[src/rtl/hazard_pkg.sv]
// Shared definitions for the pipeline hazard controller: forward-select codes,
// FSM state type and counter width.
package hazard_pkg;

    localparam int unsigned CNT_W = 16;
    localparam int unsigned REG_W = 5;

    localparam logic [1:0] FWD_RF   = 2'b00;
    localparam logic [1:0] FWD_EALU = 2'b01;
    localparam logic [1:0] FWD_MALU = 2'b10;
    localparam logic [1:0] FWD_MMEM = 2'b11;

    typedef enum logic [1:0] {
        RUN    = 2'b00,
        LSTALL = 2'b01,
        FLUSH  = 2'b10
    } state_e;

    // Operand select for one source register; an E-stage ALU result beats M.
    function automatic logic [1:0] fwd_sel(
        input logic             use_src,
        input logic [REG_W-1:0] src,
        input logic             ewreg,
        input logic             em2reg,
        input logic [REG_W-1:0] egpr,
        input logic             mwreg,
        input logic             mm2reg,
        input logic [REG_W-1:0] mgpr
    );
        logic [1:0] sel;
        sel = FWD_RF;
        if (use_src && (src != '0)) begin
            if (ewreg && !em2reg && (egpr == src)) begin
                sel = FWD_EALU;
            end else if (mwreg && (mgpr == src)) begin
                sel = mm2reg ? FWD_MMEM : FWD_MALU;
            end
        end
        return sel;
    endfunction

endpackage

[src/rtl/sat_counter.sv]
// Up-counter that sticks at all-ones; synchronous clear wins over increment.
module sat_counter #(
    parameter int unsigned Width = 16
) (
    input  logic             clk,
    input  logic             rst,
    input  logic             inc,
    input  logic             clr,
    output logic [Width-1:0] count
);

    always_ff @(posedge clk or posedge rst) begin
        if (rst) begin
            count <= '0;
        end else if (clr) begin
            count <= '0;
        end else if (inc && (count != {Width{1'b1}})) begin
            count <= count + 1'b1;
        end
    end

endmodule

[src/rtl/hazard_ctl.sv]
// Pipeline hazard controller: operand forwarding, load-use stall, branch flush,
// a small tracking FSM with a sticky protocol-error flag, and event counters.
module hazard_ctl
    import hazard_pkg::*;
(
    input  logic             clk,
    input  logic             rst,
    input  logic [REG_W-1:0] drs,
    input  logic [REG_W-1:0] drt,
    input  logic             duse_rs,
    input  logic             duse_rt,
    input  logic             dbranch_taken,
    input  logic             ewreg,
    input  logic             em2reg,
    input  logic [REG_W-1:0] eGPR_org,
    input  logic             mwreg,
    input  logic             mm2reg,
    input  logic [REG_W-1:0] mGPR,
    input  logic             clr_cnt,
    output logic [1:0]       fwda,
    output logic [1:0]       fwdb,
    output logic             stall,
    output logic             flush,
    output logic             err,
    output logic [CNT_W-1:0] stall_cnt,
    output logic [CNT_W-1:0] flush_cnt
);

    state_e state_q;
    logic   err_q;
    logic   lu;
    logic   lu_rs;
    logic   lu_rt;

    always_comb begin
        fwda = fwd_sel(duse_rs, drs, ewreg, em2reg, eGPR_org, mwreg, mm2reg, mGPR);
        fwdb = fwd_sel(duse_rt, drt, ewreg, em2reg, eGPR_org, mwreg, mm2reg, mGPR);
    end

    // A load in E cannot be forwarded; any consumer of its destination must wait.
    always_comb begin
        lu_rs = duse_rs && (eGPR_org == drs);
        lu_rt = duse_rt && (eGPR_org == drt);
        lu    = ewreg && em2reg && (eGPR_org != '0) && (lu_rs || lu_rt);
        stall = lu;
        flush = dbranch_taken && !lu;
    end

    // A load-use stall lasts exactly one cycle, so LU seen again in LSTALL is an error.
    always_ff @(posedge clk or posedge rst) begin
        if (rst) begin
            state_q <= RUN;
            err_q   <= 1'b0;
        end else begin
            if (lu && (state_q == LSTALL)) begin
                err_q <= 1'b1;
            end
            if (lu) begin
                state_q <= LSTALL;
            end else if (flush) begin
                state_q <= FLUSH;
            end else begin
                state_q <= RUN;
            end
        end
    end

    assign err = err_q;

    sat_counter #(
        .Width(CNT_W)
    ) u_stall_cnt (
        .clk  (clk),
        .rst  (rst),
        .inc  (stall),
        .clr  (clr_cnt),
        .count(stall_cnt)
    );

    sat_counter #(
        .Width(CNT_W)
    ) u_flush_cnt (
        .clk  (clk),
        .rst  (rst),
        .inc  (flush),
        .clr  (clr_cnt),
        .count(flush_cnt)
    );

endmodule

[config.mk]
export PLATFORM = sky130hd
export DESIGN_NAME = hazard_ctl
export DESIGN_NICKNAME = d
export VERILOG_FILES = /design/src/rtl/hazard_pkg.sv /design/src/rtl/sat_counter.sv /design/src/rtl/hazard_ctl.sv
export SDC_FILE = /design/constraint.sdc
export NUM_CORES = 1
export LEC_CHECK = 0
export CAP_MARGIN = 20
export CORE_ASPECT_RATIO = 0.5
export CORE_UTILIZATION = 51
export CTS_CLUSTER_SIZE = 30
export DETAILED_ROUTE_END_ITERATION = 12
export HOLD_SLACK_MARGIN = 0.15
export PLACE_DENSITY = 0.95
export REMOVE_ABC_BUFFERS = 1
export SLEW_MARGIN = 0
export SYNTH_ARGS = -nofsm -noshare
export SYNTH_HDL_FRONTEND = slang
export SYNTH_SLANG_ARGS = --single-unit
[constraint.sdc]
create_clock -name clk -period 6.63 [get_ports clk]
set_input_delay 0.663 -clock clk [delete_from_list [all_inputs] [get_ports clk]]
set_output_delay 0.663 -clock clk [all_outputs]
set_load 0.01 [all_outputs]
* Yosys cells after proc, flatten, opt, wreduce, memory -nomap -nowiden
Cells that the tools add are included.
** Storage, ports and cells
- Register bits :: 35
- Bits of input ports :: 30
- Output and inout bits :: 39
- Logic and storage cells :: 50
** Operators by class
- Add/sub/neg operators :: 2
- Equality and inequality tests :: 7
- Mux-type cells :: 13
- Reductions and logical operators :: 24
** Operators by type and width (count)
- two-way mux 16 bit :: 4
- adder 16 x 1 -> 16 bit, second input constant :: 2
- inequality test 16 bit, second input constant :: 2
- equality test 5 bit :: 4
- logical AND 1 bit :: 16
- two-way mux 2 bit :: 8
- nonzero test 5 bit :: 3
- nonzero test 2 bit :: 2
- equality test 2 x 1 -> 1 bit, second input constant :: 1
- logical NOT 1 bit :: 2
- logical OR 1 bit :: 1
- two-way mux 1 bit :: 1

* Longest topological paths before layout
- Depth in word-level cells :: 9
- Gate-level depth with buffers :: 8
- Mapped depth without buffers :: 7

* Cells and area by module
From an unflattened synthesis, not the netlist that was laid out.
** Unflattened totals
- Cells, all modules :: 256
- Area total of the unflattened synthesis :: 2294.7 um^2
** By module, submodules not included
- sat_counter :: instances 2, cells each 101, area an instance 932.1 um^2, seq. area each 400.4 um^2
- hazard_ctl :: instances 1, cells each 54, area an instance 430.4 um^2, seq. area each 75.1 um^2

* Worst setup path after synthesis
No wires, ideal clock.
- Path kind :: input to output
- Start :: in eGPR_org[0]
- End :: out flush
- Arrival time :: 1.798 ns
- Data required time :: 5.967 ns
- Setup slack :: 4.169 ns
- Cell stages on the path :: 6
- Buffers on the path :: 1
- Cell sequence :: or3_1 > o311a_1 > buf_6 > nand2_4 > inv_2 > nor2_1
** On the way
- Word-level cells in the longest chain between the ends :: 6
- Elaborated cells between the ends (all ways) :: 10
- Classes of those cells :: eq/ne: 2; reduce/logical: 8
** RTL lines
- from (decl) :: RTL line hazard_ctl.sv:15 : input logic [REG_W-1:0] eGPR_org,
- equality test 5 bit (on tied branches) :: RTL line hazard_ctl.sv:42, hazard_ctl.sv:43
- logical AND 1 bit (on tied branches) :: RTL line hazard_ctl.sv:42, hazard_ctl.sv:43
- logical OR 1 bit :: RTL line hazard_ctl.sv:44 : lu = ewreg && em2reg && (eGPR_org != '0) && (lu_rs || lu_rt);
- logical AND 1 bit * :: RTL line hazard_ctl.sv:44
- named net stall :: RTL line hazard_ctl.sv:22 : output logic stall,
- logical NOT 1 bit * :: RTL line hazard_ctl.sv:46 : flush = dbranch_taken && !lu;
- logical AND 1 bit * :: RTL line hazard_ctl.sv:46
- to (decl) :: RTL line hazard_ctl.sv:23 : output logic flush,
The timed path passes the listed nets; every way through them passes the cells marked *.

* Worst setup path after layout
- Start :: in eGPR_org[0]
- End :: out flush
** On the way
- Word-level cells in the longest chain between the ends :: 6
- Elaborated cells between the ends (all ways) :: 10
- Classes of those cells :: eq/ne: 2; reduce/logical: 8
** RTL lines (RTL line)
- equality test 5 bit (on tied branches) :: hazard_ctl.sv:42, hazard_ctl.sv:43
- logical AND 1 bit (on tied branches) :: hazard_ctl.sv:42, hazard_ctl.sv:43
- logical OR 1 bit :: hazard_ctl.sv:44
- logical AND 1 bit * :: hazard_ctl.sv:44
- logical NOT 1 bit * :: hazard_ctl.sv:46
- logical AND 1 bit * :: hazard_ctl.sv:46
Every way passes the cells marked *; elsewhere a longest branch is shown, timed or not.

==> run summary <==
Outcome = finished, final reports clean
Critical R2R Capture = u_flush_cnt.count[9]
Vias in the first global route = 2059
Post-synthesis cell type count = 43
Hold path endpoint = err
Rows = 16
Io pins = 69
Cell accounting for the most synthesized area = dfrtp_1
TritonCTS Buffers = 5
Hold Vio Cnt, Final = 0
Worst Setup Start Kind = input port
Critical path buffers and inverters = 3
Final min period = 3630 ps
Hold Buf Count CTS = 0
PwrDens = 140 mW/mm²
Hold Path Stages = 1
Met2 usage = 47.0%
Via count = 2185
Worst setup EP type = primary output
Headroom to the max-slew limit = 52.0%
Commonest cells after routing, fill and taps aside = 68 x clkdlybuf4s50_1, 35 x dfrtp_1, 22 x xnor2_1, 21 x nand3_1, 20 x a21oi_1
Worst skew pair latency = 290 ps
GRT met3 Usage = 4.83%
YS warnings = 0
DR pass1 iterations = 7
Slew @ Worst Pin = 717 ps
Die ar. = 0.00470 mm²
Worst VDD drop = 0.108 mV
Worst Setup Path Type = input port to primary output
Final instance area = 0.00304 mm²
Setup Buffers After CTS = 0
HP Start = err
FFs w/ async S/R, synth = 100%
Max-cap viol count = 0
Ant. Diodes = 0
Netlist Area Pre-Place = 0.00225 mm²
I/O Buffers = 68
Number of antenna violations at the first check in global routing = 0
Slew Viols, Final = 0
Commonest non-fill, non-tap cell in the layout = clkdlybuf4s50_1
Cell count of the worst reg-to-reg path = 7
Post_cts resized = 0
Starting DRT DRC Count = 160
Die Ht = 49.0 µm
Clock skew = 4.59 ps
Top Usage Layer GRT = met2
CTS max path bufs = 2
Largest cells by area after synthesis = dfrtp_1 39%, xnor2_1 8.6%, nand3_1 4.7%, a21oi_1 4.4%, and4_1 2.7%
Placed cell area = 0.00297 mm²
Core ar. = 0.00406 mm²
Number of synthesized flops with an enable pin = 0
GRT Total Usage = 26.2%
Cell-by-cell trace of the critical path = clkdlybuf4s50_1, or3_1, o311a_1, nand2_4, inv_2, nor2_1, clkdlybuf4s50_1
HP Class = register to register
RSZ-0062 raised after global routing = false
Wirelength per Cell = 16.2 µm
Area grow syn2layout = 35.0%
Synthesized area per cell = 9.18 µm²
Largest net degree at the start of global routing = 40
Crit path max-delay cell type = clkdlybuf4s50_1
Final HPWL DP = 4.37 mm
Synth Flop Type = dfrtp_1
Die Width = 95.9 µm
Routability Congestion = 0.809
Yosys reg bits = 35
Worst path max stage delay = 550 ps
Nets = 348
CP Max Fanout = 9
Share of the synthesized area in the top cell type = 38.9%
Initial Utilization = 55.4%
R2r startpoint = u_flush_cnt.count[0]
Met1 usage = 29.9%
Layout cell share with drive strength beyond 1 = 7.94%
Number of cells on the critical path = 7
CP most frequent cell = clkdlybuf4s50_1
First-pass GRT wire length = 9.30 mm
CP delay by family, top = buffers and inverters
Final TNS setup = 0 ps
Max Clk Rate = 275 MHz
Fillers = 286
Gate count of the mapped netlist = 245
# DRC = 0
Final setup fails = 0
Worst endpoint required time = 5970 ps
Final worst path period share = 54.8%
Vias per inst = 5.92
LEAKAGE = 1.20 nW
R2R Setup Slk = 3900 ps
H-tree Lvls = 2
Clock root buffer master = clkbuf_8
Crit path arrival time = 2970 ps
TritonCTS clock tree = yes
DRT antenna net count = 0
Final Routed Wirelength = 5.98 mm
Grt total ovfl = 0
Post-synthesis sequential area ratio = 38.9%
Worst-path clk slew = 70 ps
Clock sinks = 35
metal layers:
layer	routed length (µm)	part of all wire (%)	up-vias
met5	0	0	-
met4	209	3.5	0
met3	449	7.5	22
met2	3000	50	89
met1	2330	39	1041
li1	-	-	1033
registers in the layout, indices dropped and copies added (netlist names):
| register | cells |
|---|---|
| err | 1 |
| u_flush_cnt.count | 16 |
| state_q | 2 |
| u_stall_cnt.count | 16 |
synthesized netlist by cell type, drive strengths merged, types with 2 or more instances:
cell    instances
inv            11
o21ai          12
nand2          15
nor3            3
o31ai           3
a21oi          20
ha              2
and3            7
clkbuf          4
a21o            6
mux2            4
nand4b          3
nor2           15
nand3          21
or3             8
a31o            3
nand4           9
and2            3
and4            8
nor2b           5
dfrtp          35
nand2b          3
a211oi          2
xor2            4
or4             6
xnor2          22
buf             2
and2b           2
power by group:
| part | switching [mW] | leakage, nW | internal, mW |
|---|---|---|---|
| registers | 0.00183 | 0.485 | 0.215 |
| logic | 0.0324 | 0.681 | 0.0331 |
| clock network | 0.0722 | 0.0371 | 0.0699 |
| total | 0.106 | 1.20 | 0.318 |
worst register-to-register path: stages, from the launching register on:
cell and delay (ps):
dfrtp_1 420, ha_1 260, and4_1 280, and4_1 260, and2b_2 220, a211oi_4 630, nand4_1 190, mux2_1 350
metrics by stage:
stage / power, mW / setup WS (ps) / std cells / hold slack (ps) / util [%]
final: 0.425 / 3000 / 369 / 489 / 74.8
after CTS: 0.428 / 3000 / 369 / 490 / 74.8
after global routing: 0.440 / 2920 / 369 / 507 / 74.8
after floorplan: 0.250 / 4040 / 239 / 466 / -
after global placement: 0.284 / 3100 / 363 / 457 / 73.0
after detailed placement: 0.286 / 3020 / 363 / 463 / 73.0
cell type report:
type | count | area (µm²) | share of cell area [%]
repair buffers | 70 | 696 | 22.9
inverters | 11 | 41.3 | 1.36
flip-flops and latches | 35 | 876 | 28.8
clock buffers | 6 | 72.6 | 2.39
well taps | 54 | 67.6 | 2.22
multi-input cells | 193 | 1280 | 42.3
kinds of logic (layout without fill, tap and decap cells):
family                     after synthesis  after routing  synth area share [%]
adders and majority gates                2              2                  1.11
and+or+nand+nor                        111            111                  29.2
xor gates and xnor gates                26             26                  10.1
DFF                                     35             35                  38.9
muxes                                    5              5                  2.45
buffers and inverters                   17             87                  3.95
AOI/OAI and AO/OA                       49             49                  14.2
worst max path at each step:
stage / startpoint / end
CTS: eGPR_org[0] / flush
floorplan: eGPR_org[0] / u_flush_cnt.count[9]
global route: eGPR_org[0] / flush
detailed placement: eGPR_org[0] / flush
global placement: eGPR_org[0] / flush
finish: eGPR_org[0] / flush
No activity file was read; power rests on OpenSTA's default activity.
